$ cat src/rtl/seven_seg_reader.sv
// Seven-segment bus reader: samples a multiplexed active-low display bus,
// decodes each digit once it has settled, and publishes the BCD word after the
// whole display has repeated unchanged for STABLE_FRAMES complete frames.
module seven_seg_reader #(
    parameter int unsigned NUM_DIGITS    = 4,
    parameter int unsigned SETTLE_CYCLES = 4,
    parameter int unsigned STABLE_FRAMES = 2
) (
    input  logic                    clk,
    input  logic                    rst_n,
    input  logic [6:0]              seg_in,
    input  logic [NUM_DIGITS-1:0]   an_in,
    output logic [4*NUM_DIGITS-1:0] bcd_out,
    output logic [NUM_DIGITS-1:0]   digit_err,
    output logic                    frame_valid
);

    localparam int unsigned CntW   = $clog2(SETTLE_CYCLES + 1);
    localparam int unsigned StbW   = $clog2(STABLE_FRAMES + 1);
    localparam int unsigned FrameW = 5 * NUM_DIGITS;
    localparam logic [CntW-1:0] SettleMax = CntW'(SETTLE_CYCLES);
    localparam logic [StbW-1:0] StableMax = StbW'(STABLE_FRAMES);

    logic [6:0]                   seg_q, seg_prev_q;
    logic [NUM_DIGITS-1:0]        an_q, an_prev_q;
    logic [CntW-1:0]              cnt_q, cnt_d;
    logic                         an_valid, same, capture;
    logic [3:0]                   dec_val;
    logic                         dec_err;
    logic [NUM_DIGITS-1:0][3:0]   slot_q, slot_d;
    logic [NUM_DIGITS-1:0]        slot_err_q, slot_err_d;
    logic [NUM_DIGITS-1:0]        mask_q, mask_d;
    logic [FrameW-1:0]            last_q, cur_frame;
    logic [StbW-1:0]              stable_q, stable_d;
    logic                         complete, frame_same, publish;
    logic [NUM_DIGITS-1:0][3:0]   bcd_q;
    logic [NUM_DIGITS-1:0]        err_q;
    logic                         fv_q;

    assign an_valid   = $onehot(~an_q);
    assign same       = ({an_q, seg_q} == {an_prev_q, seg_prev_q});
    assign complete   = &mask_q;
    assign cur_frame  = {slot_q, slot_err_q};
    assign frame_same = (cur_frame == last_q);

    // Run length of identical valid samples; capture once when it first reaches the target.
    always_comb begin
        cnt_d   = '0;
        capture = 1'b0;
        if (an_valid) begin
            // cnt_q != 0 implies the previous sample was valid as well
            if (same && cnt_q != '0) begin
                cnt_d = (cnt_q == SettleMax) ? SettleMax : cnt_q + 1'b1;
            end else begin
                cnt_d = CntW'(1);
            end
            capture = (cnt_d == SettleMax) && !(same && cnt_q == SettleMax);
        end
    end

    // Segment pattern to BCD; blank reads as F, anything unknown as E with error.
    always_comb begin
        dec_val = 4'hE;
        dec_err = 1'b1;
        case (seg_q)
            7'b1000000: begin dec_val = 4'h0; dec_err = 1'b0; end
            7'b1111001: begin dec_val = 4'h1; dec_err = 1'b0; end
            7'b0100100: begin dec_val = 4'h2; dec_err = 1'b0; end
            7'b0110000: begin dec_val = 4'h3; dec_err = 1'b0; end
            7'b0011001: begin dec_val = 4'h4; dec_err = 1'b0; end
            7'b0010010: begin dec_val = 4'h5; dec_err = 1'b0; end
            7'b0000010: begin dec_val = 4'h6; dec_err = 1'b0; end
            7'b1111000: begin dec_val = 4'h7; dec_err = 1'b0; end
            7'b0000000: begin dec_val = 4'h8; dec_err = 1'b0; end
            7'b0010000: begin dec_val = 4'h9; dec_err = 1'b0; end
            7'b1111111: begin dec_val = 4'hF; dec_err = 1'b0; end
            default:    begin dec_val = 4'hE; dec_err = 1'b1; end
        endcase
    end

    // Slot capture; a completed frame clears the mask so the next frame starts empty.
    always_comb begin
        slot_d     = slot_q;
        slot_err_d = slot_err_q;
        mask_d     = complete ? '0 : mask_q;
        if (capture) begin
            for (int unsigned i = 0; i < NUM_DIGITS; i++) begin
                if (!an_q[i]) begin
                    slot_d[i]     = dec_val;
                    slot_err_d[i] = dec_err;
                    mask_d[i]     = 1'b1;
                end
            end
        end
    end

    // Frame qualification; publish only on the transition into the stable state.
    always_comb begin
        stable_d = stable_q;
        publish  = 1'b0;
        if (complete) begin
            if (frame_same) begin
                stable_d = (stable_q == StableMax) ? StableMax : stable_q + 1'b1;
            end else begin
                stable_d = StbW'(1);
            end
            publish = (stable_d == StableMax) && !(frame_same && stable_q == StableMax);
        end
    end

    // All state registers.
    always_ff @(posedge clk or negedge rst_n) begin
        if (!rst_n) begin
            seg_q      <= '0;
            an_q       <= '0;
            seg_prev_q <= '0;
            an_prev_q  <= '0;
            cnt_q      <= '0;
            slot_q     <= '0;
            slot_err_q <= '0;
            mask_q     <= '0;
            last_q     <= '0;
            stable_q   <= '0;
            bcd_q      <= '0;
            err_q      <= '0;
            fv_q       <= 1'b0;
        end else begin
            seg_q      <= seg_in;
            an_q       <= an_in;
            seg_prev_q <= seg_q;
            an_prev_q  <= an_q;
            cnt_q      <= cnt_d;
            slot_q     <= slot_d;
            slot_err_q <= slot_err_d;
            mask_q     <= mask_d;
            stable_q   <= stable_d;
            fv_q       <= publish;
            if (complete) begin
                last_q <= cur_frame;
            end
            if (publish) begin
                bcd_q <= slot_q;
                err_q <= slot_err_q;
            end
        end
    end

    assign bcd_out     = bcd_q;
    assign digit_err   = err_q;
    assign frame_valid = fv_q;

endmodule
$ cat config.mk
export PLATFORM = sky130hd
export DESIGN_NAME = seven_seg_reader
export DESIGN_NICKNAME = d
export VERILOG_FILES = /design/src/rtl/seven_seg_reader.sv
export SDC_FILE = /design/constraint.sdc
export NUM_CORES = 1
export LEC_CHECK = 0
export ABC_AREA = 1
export CAP_MARGIN = 20
export CORE_ASPECT_RATIO = 2
export CORE_UTILIZATION = 35
export CTS_CLUSTER_SIZE = 12
export DETAILED_ROUTE_END_ITERATION = 10
export SETUP_SLACK_MARGIN = 0.05
export SYNTH_ARGS = -nofsm -noshare
export SYNTH_HDL_FRONTEND = slang
export SYNTH_SLANG_ARGS = --single-unit
$ cat constraint.sdc
create_clock -name clk -period 2.85 [get_ports clk]
set_clock_uncertainty 0.2 [all_clocks]
set_input_delay 0.57 -clock clk [delete_from_list [all_inputs] [get_ports clk]]
set_output_delay 0.57 -clock clk [all_outputs]
set_load 0.05 [all_outputs]
After elaboration in Yosys (flattened, before gate mapping) --
Index checks and enable logic that the tools add are counted.
Operators by class: add/sub/neg operators 5, bitwise gates (word level) 5, reductions and logical operators 15, equality and inequality tests 17, muxes and demuxes 17
Operators by type and width (number):
- $pmux 4 s11 | 1
- $eq 7x7->1 const B | 4
- $eq 7x5->1 const B | 3
- $eq 20x20->1 | 1
- $eq 7x6->1 const B | 2
- $mux 3 | 4
- $eq 11x11->1 | 1
- $reduce_or 11->1 | 1
- $mux 4 | 2
- $reduce_and 2->1 | 4
- $eq 7x2->1 const B | 1
- $logic_not 7->1 | 1
- $mux 1 | 7
- $eq 3x3->1 const B | 2
- $mux 2 | 3
- $logic_and 1x1->1 | 5
- $add 1x1->2 | 2
- $eq 2x2->1 const B | 2
- $not 1->1 | 4
- $not 4->4 | 1
- $reduce_and 4->1 | 1
- $add 2x2->3 | 1
- $add 3x1->3 const B | 1
- $eq 3x1->1 const B | 1
- 3 further kinds | 4
Storage, ports and cells: input bits 13, flip-flop bits (word level) 92, logic and storage cells 81, output and inout port bits 21

Logic depth before layout (Yosys ltp) --
Gate-level depths: netlist of run 1.
depth in word-level cells 9, gate-level depth with buffers 12, mapped depth without buffers 11

Worst setup path before layout of run 1 --
OpenSTA, ideal clock, no wires.
path type register -> register, start register an_q[0], end register slot_q, in the netlist cur_frame[11], path slack 0.201 ns, cell stages (with the launch flop) 11, arrival time 2.329 ns, setup time 0.120 ns, required time 2.530 ns, path buffers 1, period minus slack after synthesis 2.649 ns, path through dfrtp_1 -> fa_1 -> inv_1 -> ha_1 -> ha_1 -> nand3b_1 -> nor3_2 -> nand4_4 -> buf_6 -> o21bai_2 -> nand2_1
On the way: word-level cells in the longest chain between the ends 8, elaborated cells between the ends (all ways) 14, classes of those cells 2 x add/sub; 3 x eq/ne; 3 x mux; 1 x bitwise; 5 x reduce/logical
Ends and longest elaborated chain:
- from (decl) | line 25 | logic [NUM_DIGITS-1:0] an_q, an_prev_q;
- from (signal assigned) | line 129 | an_q <= an_in;
- $eq 11x11->1 | line 41 | assign same = ({an_q, seg_q} == {an_prev_q, seg_prev_q});
- $logic_and 1x1->1 | line 52 | if (same && cnt_q != '0) begin
- $mux 3 | line 52
- $mux 3 | line 50 | if (an_valid) begin
- $eq 3x3->1 | line 57 | capture = (cnt_d == SettleMax) && !(same && cnt_q == SettleMax);
- $logic_and 1x1->1 | line 57
- $mux 1 (*) | line 50
- $reduce_and 2->1 (no line) (*)
- to (signal assigned) | line 133 | slot_q <= slot_d;
- to (decl) | line 30 | logic [NUM_DIGITS-1:0][3:0] slot_q, slot_d;
Every way passes the cells marked *; elsewhere a longest branch is shown, timed or not. The select of a mux whose other input is x is not followed. A chain may end at the register's enable or synchronous reset.

Final worst setup path of run 1 --
start register an_q[0], end register slot_err_q[3]
On the way: word-level cells in the longest chain between the ends 8, elaborated cells between the ends (all ways) 14, classes of those cells 2 x add/sub; 3 x eq/ne; 3 x mux; 1 x bitwise; 5 x reduce/logical
Ends and longest elaborated chain:
- $eq 11x11->1 | line 41
- $logic_and 1x1->1 | line 52
- $mux 3 | line 52
- $mux 3 | line 50
- $eq 3x3->1 | line 57
- $logic_and 1x1->1 | line 57
- $mux 1 (*) | line 50
- $reduce_and 2->1 (no line) (*)
- to (signal assigned) | line 134 | slot_err_q <= slot_err_d;
- to (decl) | line 31 | logic [NUM_DIGITS-1:0] slot_err_q, slot_err_d;
Marked as above.

==> flow_summary.toml, run 1 <==
[run_status]
status = "finished, final reports clean"

[setup_path]
cp.required_ns = 2.88
critPathMaxFanout = 24
crit_chain = "fa_1 > inv_1 > ha_1 > ha_1 > nand3b_1 > nor3_4 > nand4_4 > buf_12 > o21bai_1 > nand2_1"
crit_path_top_delay_cell = "fa_1"
critPathMaxStageDelay_ns = 0.54
critPathCaptureType = "flop"
cp_top_family = "adder cells"
crit_type = "reg -> reg"
cp-start-kind = "flop"
path_common_cell = "ha_1"
arrival_ns = 2.71
worst-path-buf-inv = 2

[clock_network]
cts.clk_slew.worst_paths_ns = 0.07
cts_sinks = 92
htreeDepth = 3
clock_latency_ns = 0.34
cts_tree = "built"
cts_hold_buf = 0
numCtsBuffers = 9
root_buffer = "clkbuf_16"
clockBufferDepth = 2

[yosys]
ys_seq_elements = 92
ys_seq_area_share_pct = 51.2
avgSynthCellArea_um2 = 8.47
syn_inst = 531
yosys_warnings = 0
synth_area_mm2 = 0.00450
syn_nets = 551
synth.distinct_cells = 32

[run]
cap_violations = 0

[timing]
final.setup.tns_ns = 0
fin_crit_ns = 2.68
max_freq_mhz = 373
worstMarginPinSlew_ns = 0.602
rsz0062_at_grt = "false"
setup_viol = 0
final_max_slew_viol_count = 0
whs_ns = 0.0277
relSlewSlack_pct = 59.9
finalCritPeriodShare_pct = 94.0
hold_viol = 0

[die]
dieWidth_um = 82.2
num_rows = 58
start_util_pct = 35.8
core_area_mm2 = 0.0126
io_pins = 34
die_y_um = 162
die_area_mm2 = 0.0133

[finish]
post-route-util_pct = 42.8
final_cell_area_mm2 = 0.00537
drive_gt1_share_pct = 12.0
antenna_cells = 0
fillers = 1263
area_growth_pct = 19.4
nets = 591

[detailed_routing]
drt_iter0_drc = 213
avgRoutedWirePerCell_um = 13.4
via_count = 3384
first_pass_iters = 6
route.detailed.drc = 0
drtAntennaViolNets = 0
via_per_inst = 4.66
drt_wl_total_mm = 9.75

[pwr]
power.density_mw_per_mm2 = 520
power.share.clock_pct = 46.1
switching_share_pct = 22.9
power_leakage_nw = 2.68
p_seq_share_pct = 48.0
p_int_w = 0.00215
power_w = 0.00279
peakVddDrop_v = 0.000338
pwr-share-comb_pct = 5.9
p_sw_w = 0.000639

[grt]
grt_pass1_vias = 3312
grt_max_degree = 47
grtUsageTotal_pct = 16.4
gr-total-overflow = 0
grt_pass1_wl_mm = 16.1
antenna_found_initial = 0

[place]
gp_congestion = 0.859
port_buffers = 33
hpwlAfterDp_mm = 7.36
placed_cell_area_mm2 = 0.00503

[worst_hold_path]
hold_path.class = "in -> async"
per-stage QoR:
stage               cells  setup slack, ns
floorplan             531            0.201
global placement      709            0.167
detailed placement    709            0.131
CTS                   725           0.0999
global route          726           0.0666
finish                726            0.172
cells in the final DEF (no fill, tap or decap), drive strengths merged, types with 2 or more instances in the layout:
master,synthesis,final
buf,14,17
bufinv,0,2
clkbuf,6,9
clkdlybuf4s50,0,32
clkinv,0,3
dfrtp,92,92
ha,6,6
inv,76,78
nand2,178,178
nand3,31,31
nand3b,2,2
nand4,30,30
nor2,34,34
nor3,3,3
o21ai,27,27
o21bai,20,20
xnor2,7,7
cell type report:
class                           count  area, um2  area share [%]
Clock inverter                      7       96.3            1.79
Inverter                           76        290            5.41
Timing Repair Buffer               49        485            9.04
Multi-Input combinational cell    343       1780            33.2
Sequential cell                    92       2300            42.9
Clock buffer                        9        225            4.19
Tap cell                          150        188            3.49
worst register-to-register path: cells and delay by family (launching register included):
| family | cells | cell delay (ns) |
|---|---|---|
| flip-flops | 1 | 0.40 |
| buffers and inverters | 2 | 0.22 |
| AND/OR/NAND/NOR | 4 | 0.61 |
| adder cells (fa/ha/maj) | 3 | 0.97 |
| AO/OA/AOI/OAI | 1 | 0.16 |
kinds of logic (layout without fill, tap and decap cells):
group / after synthesis / after routing / share of synthesized area (%)
AOI/OAI and AO/OA: 49 / 49 / 7.93
xor gates and xnor gates: 7 / 7 / 1.36
adders and majority gates: 7 / 7 / 2.11
buffers and inverters: 96 / 141 / 9.34
DFF: 92 / 92 / 51.2
and+or+nand+nor: 280 / 280 / 28.1
path summary, 6_finish.rpt:
kind | startpoint | to | slack (ns) | depth (start not counted)
setup reg to reg | an_q[0]$_DFF_PN0_ | slot_err_q[3]$_DFFE_PN0P_ | 0.17 | 10
setup / recovery | an_q[0]$_DFF_PN0_ | slot_err_q[3]$_DFFE_PN0P_ | 0.17 | 10
hold / removal | rst_n | last_q[1]$_DFFE_PN0P_ | 0.03 | 1
hold reg to reg | seg_q[5]$_DFF_PN0_ | seg_prev_q[5]$_DFF_PN0_ | 0.23 | 0
max in group asynchronous | rst_n | an_prev_q[1]$_DFF_PN0_ | 1.73 | 2
min in group clk | seg_q[5]$_DFF_PN0_ | seg_prev_q[5]$_DFF_PN0_ | 0.23 | 0
synthesized netlist by cell type:
library cell | instances | area, um2
o21ai_0 | 22 | 110
clkbuf_1 | 6 | 22.5
nand4_2 | 1 | 12.5
nand3_1 | 30 | 150
dfrtp_1 | 92 | 2300
nand3_4 | 1 | 17.5
or2_1 | 1 | 6.26
and2_1 | 1 | 6.26
nand4_4 | 1 | 21.3
nor3_1 | 2 | 10.0
nor2_1 | 29 | 109
nand2_1 | 175 | 657
nor2_4 | 2 | 22.5
nor2_2 | 2 | 12.5
o21ai_1 | 5 | 25.0
buf_2 | 8 | 40.0
o21bai_2 | 16 | 180
nand3b_1 | 2 | 15.0
nand2_2 | 3 | 18.8
buf_6 | 6 | 67.6
o21bai_1 | 4 | 30.0
nor3_2 | 1 | 10.0
a31oi_1 | 1 | 6.26
nand4_1 | 28 | 175
nor2_8 | 1 | 20.0
ha_1 | 6 | 75.1
xnor2_1 | 7 | 61.3
inv_4 | 2 | 12.5
a21oi_1 | 1 | 5.00
inv_1 | 68 | 255
inv_2 | 6 | 22.5
fa_1 | 1 | 20.0
layer usage:
layer  track usage [%]  share of wire, %  routed length, um  up-vias
li1                  -                 -                  -     1753
met1              17.2                38               3660     1554
met2              29.3                56               5440       51
met3              3.25               2.2                218       26
met4              8.85               4.4                427        0
met5                 0                 0                  0        -
registers in the layout (all words and copies together) (netlist names):
register / flops
last_q: 20
bcd_out: 16
cur_frame: 16
seg_prev_q: 7
seg_q: 7
an_prev_q: 4
an_q: 4
digit_err: 4
mask_q: 4
slot_err_q: 4
cnt_q: 3
stable_q: 2
frame_valid: 1
power by group through the flow:
| stage | registers (W) | logic [W] | clock network, W |
|---|---|---|---|
| 6_report | 0.00134 | 0.000166 | 0.00129 |
| 5_1_grt | 0.00134 | 0.000186 | 0.00138 |
| 4_1_cts | 0.00134 | 0.000164 | 0.00132 |
| 3_5_place_dp | 0.00137 | 0.000162 | 0 |
| 3_3_place_gp | 0.00136 | 0.000157 | 0 |
| 2_1_floorplan | 0.00136 | 0.0000846 | 0 |
what timing repair did:
item                       4_1_cts  5_1_grt
gates resized for setup          0        1
buffers inserted                 0        1
setup endpoints to repair        0       20
No activity file was read; power rests on OpenSTA's default activity.
==> inputs of run 2 (changes only) <==
- RECOVER_POWER: not set -> 25
==> flow_summary.toml, run 2 (same netlist as run 1, synthesis figures left out) <==
[run_status]
status = "finished, final reports clean"

[place]
hpwlAfterDp_mm = 7.36
port_buffers = 33
placedCellCount = 709
gp_congestion = 0.859

[setup_path]
rr_startpoint = "an_q[0]$_DFF_PN0_"
crit_start = "an_q[0]$_DFF_PN0_"
critPathCaptureType = "flop"
r2r_cells = 10
cp-start-kind = "flop"
rr_endpoint = "slot_err_q[3]$_DFFE_PN0P_"
arrival_ns = 2.71
critPathMaxFanout = 24
crit_type = "reg -> reg"
r2r_slack_ns = 0.17
cp.required_ns = 2.88

[run]
cap_violations = 0

[detailed_routing]
first_pass_iters = 7
drtAntennaViolNets = 0
drt_wl_total_mm = 9.75
drt_iter0_drc = 213
via_per_inst = 4.67
via_count = 3390
avgRoutedWirePerCell_um = 13.4
route.detailed.drc = 0

[finish]
nets = 591
multi_input_area_mm2 = 0.00178
antenna_cells = 0
top_register = "last_q"
fillers = 1266
seq_area_mm2 = 0.00230
drive_gt1_share_pct = 11.6
final_common_cell = "nand2_1"
mostFrequentLayoutCells = "nand2_1 (175), dfrtp_1 (92), inv_1 (68)"
finalNonFillerCells = 726
area_growth_pct = 19.1
largest_reg_flops = 20

[grt]
met1_usage_pct = 17.2
gr-usage-met3_pct = 3.25
use_met2_pct = 29.3
grt_pass1_wl_mm = 16.1
gr-total-overflow = 0
grtUsageTotal_pct = 16.4
grt_pass1_vias = 3312
grt_max_degree = 47
busiest_layer = "met2"
antenna_found_initial = 0

[clock_network]
clock_latency_ns = 0.34
htreeDepth = 3
cts_sinks = 92
cts_tree = "built"
root_buffer = "clkbuf_16"
clockBufferDepth = 2
cts.clk_slew.worst_paths_ns = 0.07
numCtsBuffers = 9

[die]
die_y_um = 162
start_util_pct = 35.8
num_rows = 58
die_area_mm2 = 0.0133
dieWidth_um = 82.2
core_area_mm2 = 0.0126
io_pins = 34

[pwr]
power_leakage_nw = 2.68
p_sw_w = 0.000639
p_int_w = 0.00215
power.density_mw_per_mm2 = 520
switching_share_pct = 22.9
power.share.clock_pct = 46.2
p_seq_share_pct = 48.0
pwr-share-comb_pct = 5.8
peakVddDrop_v = 0.000338

[worst_hold_path]
min-delay-start = "seg_q[5]$_DFF_PN0_"
hold_path.class = "reg -> reg"
min_to = "seg_prev_q[5]$_DFF_PN0_"
hold-path-cell-count = 0

[timing]
fin_crit_ns = 2.68
finalCritPeriodShare_pct = 94.0
worstMarginPinSlew_ns = 1.18
final.setup.tns_ns = 0
max_freq_mhz = 373
hold_viol = 0
rsz0062_at_grt = "false"
setup_viol = 0
final_max_slew_viol_count = 0
relSlewSlack_pct = 21.5
## run 2: worst max path at each step
stage,end,slack [ns]
2_1_floorplan,cur_frame[11]$_DFFE_PN0P_,0.20
3_3_place_gp,slot_err_q[1]$_DFFE_PN0P_,0.17
3_5_place_dp,slot_err_q[1]$_DFFE_PN0P_,0.13
4_1_cts,slot_err_q[3]$_DFFE_PN0P_,0.1
5_1_grt,slot_err_q[2]$_DFFE_PN0P_,0.06
6_report,slot_err_q[3]$_DFFE_PN0P_,0.17
## run 2: layer usage
metal  up-vias  share of wire (%)
met2        52                 56
met4         0                4.4
li1       1753                  -
met3        27                2.3
met5         -                  0
met1      1558                 37
## run 2: critical path, cell delays in order (launching register included)
cell	delay (ns)
dfrtp_1	0.40
fa_1	0.54
inv_1	0.04
ha_1	0.17
ha_1	0.26
nand3b_1	0.22
nor3_4	0.20
nand4_4	0.13
buf_12	0.18
o21bai_1	0.16
nand2_1	0.06
## run 2: metrics by stage
stage,area (um2),hold WS (ns),utilization [%],setup WS [ns],power [W]
floorplan,4500,0.0744,-,0.201,0.00145
global placement,5030,0.211,40.1,0.167,0.00152
detailed placement,5030,0.227,40.1,0.131,0.00153
CTS,5360,0.0486,42.7,0.0999,0.00282
global route,5360,0.260,42.7,0.0644,0.00290
finish,5360,0.235,42.7,0.171,0.00279
## run 2: timing repair
action / 4_1_cts / 5_1_grt
setup buffers: 0 / 1
endpoints found under the setup margin: 0 / 20
gates resized for setup: 0 / 1
hold buffers: 0 / 0
## run 2: final cells by class
| class | count | area share [%] |
|---|---|---|
| Multi-Input combinational cell | 343 | 33.3 |
| Timing Repair Buffer | 49 | 8.87 |
| Sequential cell | 92 | 43.0 |
| Tap cell | 150 | 3.50 |
| Clock inverter | 7 | 1.80 |
| Clock buffer | 9 | 4.20 |
| Inverter | 76 | 5.42 |
## run 2: power groups by stage
stage	Combinational (W)	Sequential [W]	Clock, W
floorplan	0.0000846	0.00136	0
detailed placement	0.000162	0.00137	0
finish	0.000162	0.00134	0.00129
global placement	0.000157	0.00136	0
CTS	0.000164	0.00134	0.00132
global route	0.000182	0.00134	0.00138
